<file path="src/rtl/flag_int_ctrl.sv">
// RAT CPU flag controller: live C/Z/I flags, INTR synchronizer with pending latch,
// and an IDLE/ENTER/ISR sequencer that shadows C/Z on entry and restores them on RETIE.
module flag_int_ctrl #(
  parameter int SYNC_STAGES = 2,
  parameter bit ISR_GUARD   = 1'b1
) (
  input  logic clk,
  input  logic RST_N,
  input  logic C_IN,
  input  logic Z_IN,
  input  logic C_LD,
  input  logic C_SET,
  input  logic C_CLEAR,
  input  logic Z_LD,
  input  logic I_SET,
  input  logic I_CLEAR,
  input  logic INTR,
  input  logic INSTR_BND,
  input  logic RETIE,
  input  logic RETIE_EN,
  output logic C_FLAG,
  output logic Z_FLAG,
  output logic I_FLAG,
  output logic INT_TAKEN,
  output logic IN_ISR
);

  localparam logic [1:0] IDLE  = 2'd0;
  localparam logic [1:0] ENTER = 2'd1;
  localparam logic [1:0] ISR   = 2'd2;

  logic [1:0]             state;
  logic [SYNC_STAGES-1:0] sync;
  logic                   sync_d;
  logic                   pending;
  logic                   sh_c, sh_z;
  logic                   c_q, z_q, i_q;
  logic                   take, restore, sync_rise, pend_ok;

  assign take      = (state == IDLE) && pending && i_q && INSTR_BND;
  assign restore   = (state == ISR) && RETIE;
  assign sync_rise = sync[SYNC_STAGES-1] & ~sync_d;
  // Outside IDLE a new request is only remembered when the guard is enabled.
  assign pend_ok   = (state == IDLE) || ISR_GUARD;

  always_ff @(posedge clk or negedge RST_N) begin
    if (!RST_N) begin
      sync    <= '0;
      sync_d  <= 1'b0;
      pending <= 1'b0;
    end else begin
      sync    <= {sync[SYNC_STAGES-2:0], INTR};
      sync_d  <= sync[SYNC_STAGES-1];
      pending <= (pending & ~take) | (sync_rise & pend_ok);
    end
  end

  always_ff @(posedge clk or negedge RST_N) begin
    if (!RST_N) begin
      state <= IDLE;
    end else begin
      case (state)
        IDLE:    if (take) state <= ENTER;
        ENTER:   state <= ISR;
        ISR:     if (RETIE) state <= IDLE;
        default: state <= IDLE;
      endcase
    end
  end

  always_ff @(posedge clk or negedge RST_N) begin
    if (!RST_N) begin
      sh_c <= 1'b0;
      sh_z <= 1'b0;
    end else if (state == ENTER) begin
      sh_c <= c_q;
      sh_z <= z_q;
    end
  end

  // Restore on RETIE wins over any same-cycle flag op.
  always_ff @(posedge clk or negedge RST_N) begin
    if (!RST_N) begin
      c_q <= 1'b0;
      z_q <= 1'b0;
      i_q <= 1'b0;
    end else begin
      if (restore)      c_q <= sh_c;
      else if (C_CLEAR) c_q <= 1'b0;
      else if (C_SET)   c_q <= 1'b1;
      else if (C_LD)    c_q <= C_IN;

      if (restore)      z_q <= sh_z;
      else if (Z_LD)    z_q <= Z_IN;

      if (restore)                      i_q <= RETIE_EN;
      else if (state == ENTER)          i_q <= 1'b0;
      else if (I_CLEAR)                 i_q <= 1'b0;
      else if (I_SET && state == IDLE)  i_q <= 1'b1;
    end
  end

  assign C_FLAG    = c_q;
  assign Z_FLAG    = z_q;
  assign I_FLAG    = i_q;
  assign INT_TAKEN = (state == ENTER);
  assign IN_ISR    = (state == ISR);

endmodule

</file>
<file path="config.mk">
export PLATFORM = sky130hd
export DESIGN_NAME = flag_int_ctrl
export DESIGN_NICKNAME = d
export VERILOG_FILES = /design/src/rtl/flag_int_ctrl.sv
export SDC_FILE = /design/constraint.sdc
export NUM_CORES = 1
export LEC_CHECK = 0
export ABC_AREA = 1
export CORE_AREA = 3 3 40 42
export CTS_CLUSTER_SIZE = 20
export DETAILED_ROUTE_END_ITERATION = 10
export DIE_AREA = 0 0 43 45
export PLACE_DENSITY = 0.66
export SYNTH_ARGS = -nofsm -noshare
export SYNTH_HDL_FRONTEND = slang
export SYNTH_SLANG_ARGS = --single-unit
</file>
<file path="constraint.sdc">
create_clock -name clk -period 1.1 [get_ports clk]
set_input_delay 0.22 -clock clk [delete_from_list [all_inputs] [get_ports clk]]
set_output_delay 0.22 -clock clk [all_outputs]
set_load 0.02 [all_outputs]
</file>
Yosys cells after proc, flatten, opt, wreduce, memory -nomap -nowiden
Cells that the tools add are included.

Register bits: 11. Input bits: 14. Output and inout port bits: 5. Word-level logic and storage cells: 41.

Equal/unequal tests: 4. Mux-type cells: 13. Bitwise operators: 5. Reductions and logical operators: 10.

Operators with widths (count): $mux 1 (10); $reduce_bool 4->1 (2); $pmux 2 s3 (1); $logic_and 1x1->1 (5); $mux 2 (2); $ne 2x2->1 const B (2); $and 1x1->1 (2); $eq 2x1->1 const B (1); $eq 2x2->1 const B (1); $logic_not 2->1 (1); $not 1->1 (2); $reduce_and 2->1 (1); $reduce_bool 2->1 (1); $or 1x1->1 (1).

Logic depth before layout (Yosys ltp)
Gate-level depths: netlist (run 1).

Word-level depth: 7. Mapped depth: 5. Depth with buffers taken out: 5.

Least setup slack after synthesis (run 1)
Ideal clock, no wire load.

Path kind: reg-to-output. From: reg state[1]. To: out INT_TAKEN. Data arrival time: 705 ps. Data required time: 880 ps. Slack: 175 ps. Stages on the path, launching flop included: 4. Path buffers: 0. Path through: dfrtp_1 > inv_2 > nand2_2 > inv_1.

Word-level cells in the longest chain between the ends: 1.

Ends and longest elaborated chain: start, declared (RTL line 32) `logic [1:0] state;`; start signal, assigned (RTL line 60) `state <= IDLE;`; start signal, assigned (RTL line 63) `IDLE: if (take) state <= ENTER;`; start signal, assigned (RTL line 64) `ENTER: state <= ISR;`; $eq 2x1->1 (RTL line 106) `assign INT_TAKEN = (state == ENTER);`; end, declared (RTL line 24) `output logic INT_TAKEN,`.

Every way passes these cells.

Final worst setup path (run 1)
Ends and elaborated chain as after synthesis.

==> results.json, run 1 <==
{
  "violations": "setup timing",
  "synth_compound_area_share_pct": 7.32,
  "path_common_cell": "inv_2",
  "power_density_nw_per_um2": 2030,
  "cp.required_ps": 880,
  "period_minus_slack_ps": 1200,
  "drc": 0,
  "critPathMaxFanout": 3,
  "fmax_mhz": 833,
  "grt_max_degree": 12,
  "final_core_util_pct": 58.0,
  "synth-seq-area-share_pct": 59.6,
  "cts_tree": "done",
  "synth_top_family_by_area": "simple AND/OR/NAND/NOR gates",
  "r2r-end": "pending$_DFF_PN0_",
  "reg2regPathDepth": 5,
  "final_max_slew_viol_count": 0,
  "synth_nets": 68,
  "syn_area_per_cell_sq_um": 8.55,
  "leakagePower_nw": 0.400,
  "synthSimpleGateAreaFrac_pct": 24.1,
  "hold_viol": 0,
  "max-slew-margin-rel_pct": 91.1,
  "antenna_found_initial": 0,
  "crit_path_end": "INT_TAKEN",
  "ys_ff_latch": 11,
  "clkSlewWorstSetupHoldPaths_ps": 70,
  "p_total_mw": 1.51,
  "dieArea_sq_um": 1940,
  "final_nets": 100,
  "critPathCaptureType": "output pin",
  "place_congestion": 0.739,
  "synthMuxAreaShare_pct": 0,
  "synthAdderAreaFrac_pct": 0,
  "cts_setup_buffers": 0,
  "criticalPathCategory": "flip-flop to output pin",
  "root_buffer": "clkbuf_4",
  "setup_viol": 2,
  "synth_warnings": 0,
  "cts_num_sinks": 11,
  "io_pins": 19,
  "viasPerCell": 4.31,
  "via_count": 431,
  "cp-start-kind": "flip-flop",
  "worstSkewPairLatency_ps": 260,
  "reg2reg_slack_ps": 110,
  "synth_xor_area_share_pct": 0,
  "hpwlAfterDp_microns": 745,
  "drv_cap": 0,
  "yosysUniqueCellTypes": 11,
  "min_period_over_period_pct": 109,
  "slowest_delay_ps": 410,
  "port_buffers": 18,
  "rsz0062_at_grt": "yes",
  "antenna_left": 0,
  "tightest_slew_ps": 132,
  "dieWidth_microns": 43,
  "core_sq_um": 1280,
  "ir_worst_vdd_uv": 1000,
  "critPathLaunch": "state[1]$_DFFE_PN0P_",
  "routed_wl_microns": 934,
  "timing.rr.start": "state[1]$_DFFE_PN0P_",
  "grt_pass1_vias": 426,
  "syn_inst": 54,
  "overflow": 0,
  "cpMaxStageDelayCell": "dfrtp_1",
  "htree_num_levels": 1,
  "area_growth_syn_to_layout_pct": 61.5,
  "drive_above_1_share_pct": 31.8,
  "holdCritPathClass": "primary input to async pin",
  "numCtsBuffers": 3,
  "fin_ws_ps": -100,
  "crit_chain": "inv_2 > nand2_2 > inv_2 > buf_6",
  "drtPass1Iterations": 2,
  "finalSetupTns_ps": -171,
  "rows": 13,
  "crit_buf_inv": 3,
  "drt-wirelength-per-cell_microns": 9.34,
  "status": "complete, but fails checks",
  "start_util_pct": 35.9,
  "drt-initial-drc-count": 1,
  "path_depth": 4,
  "syn_area_sq_um": 462,
  "diodes": 0,
  "die_h_microns": 45,
  "grt_pass1_wl_mm": 1.61,
  "cp.arrival_ps": 980,
  "crit_family": "flip-flops",
  "clockBufferDepth": 2,
  "skew_ps": 0.453,
  "grtUsageTotal_pct": 11.8
}
-- where the power goes --
group          total, mW  internal [mW]  leakage (nW)  switching (mW)
clock              0.268          0.134        0.0177           0.133
sequential         0.577          0.513         0.135          0.0641
combinational      0.667          0.332         0.247           0.335
total               1.51          0.980         0.400           0.533
-- cell type report --
cell class	instances	area [sq um]
multi-input combinational	32	148
inverter	11	41.3
clock buffer	3	22.5
clock inverter	1	5.00
timing repair buffer	27	235
sequential	11	275
fill	115	539
tap	15	18.8
-- metrics by stage --
step	hold WS [ps]	worst slack, ps	cell area (sq um)	instances
global route	263	-160	746	100
finish	238	-100	746	100
detailed placement	336	-303	728	96
global placement	333	-295	728	96
CTS	234	-107	743	100
floorplan	-75.6	175	462	54
-- Yosys cell counts (all sizes together) --
library cell / instances / share of area (%)
inv: 11 / 8.9
o21ai: 5 / 5.4
dfrtp: 11 / 60
nand3: 5 / 6.5
nand2: 19 / 16
nor2: 2 / 1.6
a21oi: 1 / 1.9
-- cells in the final DEF (no fill, tap or decap), drive strengths merged --
master,instances
a21oi,1
buf,14
clkbuf,3
clkdlybuf4s50,13
clkinv,1
dfrtp,11
inv,11
nand2,19
nand3,5
nor2,2
o21ai,5
-- registers in the layout, summed over array words and instances (netlist names) --
name and flops:
state 2, sync 2, C_FLAG 1, I_FLAG 1, Z_FLAG 1, pending 1
sh_c 1, sh_z 1, sync_d 1
-- timing repair --
item / CTS / global route
hold buffers: 0 / 0
gates resized for setup: 25 / 2
setup endpoints to repair: 5 / 2
-- metal layers --
metal	track usage, %	routed length, microns
met3	3.59	64
met4	7.23	11
met2	21.3	492
met1	12.1	366
met5	0	0
-- worst min path at each step --
stage,startpoint,to,slack (ps)
final,RST_N,C_FLAG$_DFFE_PN0P_,240
after global routing,RST_N,sh_c$_DFFE_PN0P_,260
after detailed placement,sync[0]$_DFF_PN0_,sync[1]$_DFF_PN0_,340
after global placement,sync[0]$_DFF_PN0_,sync[1]$_DFF_PN0_,330
after CTS,RST_N,Z_FLAG$_DFFE_PN0P_,230
after floorplan,RST_N,C_FLAG$_DFFE_PN0P_,-80
-- cells by family (layout without fill, tap and decap cells) --
group | Yosys count | count (layout)
AO/OA/AOI/OAI | 6 | 6
buffers and inverters | 11 | 42
flip-flops | 11 | 11
AND/OR/NAND/NOR | 26 | 26
Note: power is estimated with default switching activity, not from simulation.
==> inputs of run 2 (changes only) <==
--- a/config.mk
+++ b/config.mk
@@ -6,10 +6,10 @@
 export NUM_CORES = 1
 export LEC_CHECK = 0
 export ABC_AREA = 1
-export CORE_AREA = 3 3 40 42
+export CORE_AREA = 2 2 39 41
 export CTS_CLUSTER_SIZE = 20
 export DETAILED_ROUTE_END_ITERATION = 10
-export DIE_AREA = 0 0 43 45
+export DIE_AREA = 0 0 41 43
 export PLACE_DENSITY = 0.66
 export SYNTH_ARGS = -nofsm -noshare
 export SYNTH_HDL_FRONTEND = slang
==> results.json, run 2 (same netlist as run 1, synthesis figures left out) <==
{
  "violations": "setup timing",
  "hpwlAfterDp_microns": 751,
  "dieArea_sq_um": 1760,
  "fin_ws_ps": -104,
  "reg_top3": "state: 2 flops, sync: 2 flops",
  "clockBufferDepth": 2,
  "path_common_cell": "inv_2",
  "rsz0062_at_grt": "yes",
  "viasPerCell": 4.25,
  "crit_chain": "inv_2 > nand2_2 > inv_2 > buf_6",
  "final_max_slew_viol_count": 0,
  "finalSetupTns_ps": -199,
  "criticalPathCategory": "flip-flop to output pin",
  "critPathCaptureType": "output pin",
  "fmax_mhz": 831,
  "start_util_pct": 33.4,
  "max-slew-margin-rel_pct": 88.4,
  "place_ws_ps": -297,
  "hold_viol": 0,
  "cts_tree": "done",
  "grt_max_degree": 12,
  "cp.arrival_ps": 980,
  "numCtsBuffers": 3,
  "port_buffers": 18,
  "period_minus_slack_ps": 1200,
  "io_pins": 19,
  "drive_above_1_share_pct": 31.4,
  "cp-start-kind": "flip-flop",
  "core_sq_um": 1380,
  "antenna_left": 0,
  "holdCritPathClass": "primary input to async pin",
  "grtUsageTotal_pct": 14.9,
  "drt-initial-drc-count": 0,
  "multiInputGateArea_sq_um": 148,
  "antenna_found_initial": 0,
  "overflow": 0,
  "clkSlewWorstSetupHoldPaths_ps": 80,
  "grt_pass1_vias": 404,
  "critPathMaxFanout": 3,
  "slowest_delay_ps": 410,
  "power_density_nw_per_um2": 2070,
  "min_period_over_period_pct": 109,
  "root_buffer": "clkbuf_4",
  "rows": 14,
  "layout_common_cells": "nand2_1, clkdlybuf4s50_1, dfrtp_1",
  "drv_cap": 0,
  "place_congestion": 0.795,
  "leakagePower_nw": 0.408,
  "crit_family": "flip-flops",
  "cts_num_sinks": 11,
  "area.sequential_sq_um": 275,
  "cp.required_ps": 880,
  "crit_buf_inv": 3,
  "setup_viol": 2,
  "dieWidth_microns": 41,
  "final_nets": 101,
  "htree_num_levels": 1,
  "tightest_slew_ps": 172,
  "ir_worst_vdd_uv": 979,
  "drt-wirelength-per-cell_microns": 10.1,
  "skew_ps": 7.85,
  "die_h_microns": 43,
  "diodes": 0,
  "via_count": 433,
  "status": "complete, but fails checks",
  "routed_wl_mm": 1.03,
  "worstSkewPairLatency_ps": 270,
  "drc": 0,
  "grt_pass1_wl_mm": 1.64,
  "n_fill_cell": 133,
  "drtPass1Iterations": 1,
  "cpMaxStageDelayCell": "dfrtp_1",
  "area_growth_syn_to_layout_pct": 64.2,
  "final_common_cell": "nand2_1"
}
## run 2: changes by cell type in the layout (fill, tap and decap cells not counted), sizes merged
cell	delta
buf	+1
## run 2: power by group
part	total (mW)	leakage [nW]	switching, mW	internal (mW)
sequential	0.579	0.135	0.0655	0.513
combinational	0.710	0.255	0.347	0.363
clock	0.282	0.0177	0.147	0.135
total	1.57	0.408	0.560	1.01
## run 2: worst paths after layout
path                                      start  slack [ps]                    to  depth (start not counted)
setup / recovery           state[1]$_DFFE_PN0P_        -100             INT_TAKEN                          4
hold / removal                            RST_N         230  state[1]$_DFFE_PN0P_                          2
setup reg to reg           state[1]$_DFFE_PN0P_          90     pending$_DFF_PN0_                          6
hold reg to reg               sync[0]$_DFF_PN0_         350     sync[1]$_DFF_PN0_                          0
max in group asynchronous                 RST_N         710    Z_FLAG$_DFFE_PN0P_                          2
min in group clk              sync[0]$_DFF_PN0_         350     sync[1]$_DFF_PN0_                          0
## run 2: through the flow
stage | std cells | hold WS, ps | util, % | cell area [sq um] | total power [mW]
final | 102 | 229 | 54.8 | 758 | 1.57
after global routing | 102 | 247 | 54.8 | 758 | 1.69
after CTS | 101 | 234 | 53.8 | 744 | 1.54
after detailed placement | 97 | 337 | 52.7 | 729 | 1.27
after global placement | 97 | 334 | 52.7 | 729 | 1.26
after floorplan | 54 | -75.6 | - | 462 | 0.894
## run 2: layout make-up
cell class                 instances  share of cell area, %
timing repair buffer              28                   32.5
multi-input combinational         32                   19.5
clock inverter                     1                  0.660
sequential                        11                   36.3
tap                               16                   2.64
clock buffer                       3                   2.97
inverter                          11                   5.45
## run 2: worst register-to-register path, cell delays in order (launching register included)
cell	delay, ps
dfrtp_1	410
inv_2	70
buf_4	100
buf_6	90
nand2_2	50
o21ai_1	110
o21ai_1	70
## run 2: timing repair
action / in CTS / in global routing
hold buffers: 0 / 0
setup endpoints to repair: 5 / 2
endpoints found under the hold margin: 0 / 0
pin swaps: 0 / 1
gates resized for setup: 25 / 3
setup buffers: 0 / 1
## run 2: metal layers
metal  vias up  routed length (microns)  GRT usage [%]
li1        225                        -              -
met1       193                      433           17.6
met2        11                      499           20.9
met3         4                       66           4.71
met4         0                       26           12.0
met5         -                        0              0
==> inputs of run 3 (changes only) <==
--- a/config.mk
+++ b/config.mk
@@ -10,6 +10,7 @@
 export CTS_CLUSTER_SIZE = 20
 export DETAILED_ROUTE_END_ITERATION = 10
 export DIE_AREA = 0 0 41 43
+export MAX_ROUTING_LAYER = met4
 export PLACE_DENSITY = 0.66
 export SYNTH_ARGS = -nofsm -noshare
 export SYNTH_HDL_FRONTEND = slang
==> results.json, run 3 (same netlist as run 1, synthesis figures left out) <==
{
  "status": "complete, but fails checks",
  "violations": "setup timing",
  "final_nets": 101,
  "routed_wl_mm": 1.02,
  "skew_ps": 5.75,
  "seqPwrFrac_pct": 36.8,
  "htree_num_levels": 1,
  "cpMaxStageDelayCell": "dfrtp_1",
  "hold_viol": 0,
  "intPower_mw": 1.01,
  "start_util_pct": 33.4,
  "rsz0062_at_grt": "yes",
  "drc": 0,
  "final_max_slew_viol_count": 0,
  "area_growth_syn_to_layout_pct": 64.2,
  "placed_area_sq_um": 729,
  "port_buffers": 18,
  "drt-initial-drc-count": 1,
  "reg2regPathDepth": 6,
  "reg_top3": "state: 2 flops, sync: 2 flops",
  "max-slew-margin-rel_pct": 88.3,
  "clockBufferDepth": 2,
  "numCtsBuffers": 3,
  "clkSlewWorstSetupHoldPaths_ps": 80,
  "switching_share_pct": 35.6,
  "slowest_delay_ps": 410,
  "setup_viol": 2,
  "dieWidth_microns": 41,
  "dieArea_sq_um": 1760,
  "grtUsageTotal_pct": 15.3,
  "grt_pass1_wl_mm": 1.63,
  "min_period_over_period_pct": 109,
  "via_count": 432,
  "final_common_cell": "nand2_1",
  "overflow": 0,
  "die_h_microns": 43,
  "drtPass1Iterations": 2,
  "period_minus_slack_ps": 1200,
  "grt_pass1_vias": 406,
  "fmax_mhz": 832,
  "core_sq_um": 1380,
  "p_switching_mw": 0.559,
  "critPathMaxFanout": 3,
  "critPathCaptureType": "output pin",
  "criticalPathCategory": "flip-flop to output pin",
  "rows": 14,
  "io_pins": 19,
  "leakagePower_nw": 0.408,
  "tightest_slew_ps": 174,
  "holdCritPathClass": "primary input to async pin",
  "viasPerCell": 4.24,
  "antenna_found_initial": 0,
  "cts_tree": "done",
  "diodes": 0,
  "cp.arrival_ps": 980,
  "worstSkewPairLatency_ps": 270,
  "final_core_util_pct": 54.8,
  "root_buffer": "clkbuf_4",
  "design_area_sq_um": 758,
  "place_congestion": 0.806,
  "drt-wirelength-per-cell_microns": 10.0,
  "clkPwrFrac_pct": 17.9,
  "crit_chain": "inv_2 > nand2_2 > inv_2 > buf_6",
  "drive_above_1_share_pct": 31.4,
  "grt_max_degree": 12,
  "fin_ws_ps": -102,
  "cp.required_ps": 880,
  "path_common_cell": "inv_2",
  "cts_num_sinks": 11,
  "combPwrFrac_pct": 45.2,
  "ir_worst_vdd_uv": 974,
  "antenna_left": 0,
  "power_density_nw_per_um2": 2070,
  "cp-start-kind": "flip-flop",
  "cts-hold-fix-buffers": 0,
  "hpwlAfterDp_microns": 751,
  "layout_common_cells": "nand2_1, clkdlybuf4s50_1, dfrtp_1",
  "drv_cap": 0
}
run 3: cell counts in the layout (fill, tap and decap cells not counted):
Identical to the previous run, type by type.
run 3: worst paths after layout:
| kind | startpoint | endpoint | slack (ps) |
|---|---|---|---|
| worst max-delay path | state[1]$_DFFE_PN0P_ | INT_TAKEN | -100 |
| worst min register to register | sync[0]$_DFF_PN0_ | sync[1]$_DFF_PN0_ | 350 |
| worst max register to register | state[1]$_DFFE_PN0P_ | pending$_DFF_PN0_ | 90 |
| max in group asynchronous | RST_N | Z_FLAG$_DFFE_PN0P_ | 710 |
| worst min-delay path | RST_N | state[1]$_DFFE_PN0P_ | 230 |
| min in group clk | sync[0]$_DFF_PN0_ | sync[1]$_DFF_PN0_ | 350 |
run 3: timing repair:
item                                    in CTS  in global routing
endpoints found under the setup margin       5                  2
buffers inserted                             0                  1
pin swaps                                    0                  1
gates resized for setup                     25                  3
run 3: final cells by class:
class,count,area [sq um]
fill,133,626
clock buffer,3,22.5
clock inverter,1,5.00
inverter,11,41.3
timing repair buffer,28,246
sequential,11,275
multi-input combinational,32,148
tap,16,20.0
run 3: metrics by stage:
step / power, mW / hold slack, ps / setup TNS, ps / setup slack [ps] / std cells
finish: 1.57 / 231 / -197 / -102 / 102
global placement: 1.26 / 334 / -791 / -294 / 97
detailed placement: 1.27 / 337 / -778 / -297 / 97
global route: 1.69 / 247 / -299 / -162 / 102
floorplan: 0.894 / -75.6 / 0 / 175 / 54
CTS: 1.54 / 234 / -223 / -115 / 101
run 3: per-layer routing:
metal | global-route usage (%) | wire [microns]
met2 | 20.9 | 494
met3 | 4.71 | 68
met1 | 17.6 | 432
met5 | - | 0
met4 | 12.0 | 27
run 3: worst max-delay path, delay by kind of cell (launching register included):
family                 cells  cell delay (ps)
buffers and inverters      3              240
DFF                        1              410
and+or+nand+nor            1               50
run 3: power groups by stage:
stage / sequential (mW) / clock, mW / combinational (mW)
CTS: 0.581 / 0.293 / 0.669
floorplan: 0.635 / 0 / 0.259
finish: 0.578 / 0.282 / 0.710
detailed placement: 0.588 / 0 / 0.686
global route: 0.596 / 0.305 / 0.785
global placement: 0.582 / 0 / 0.678
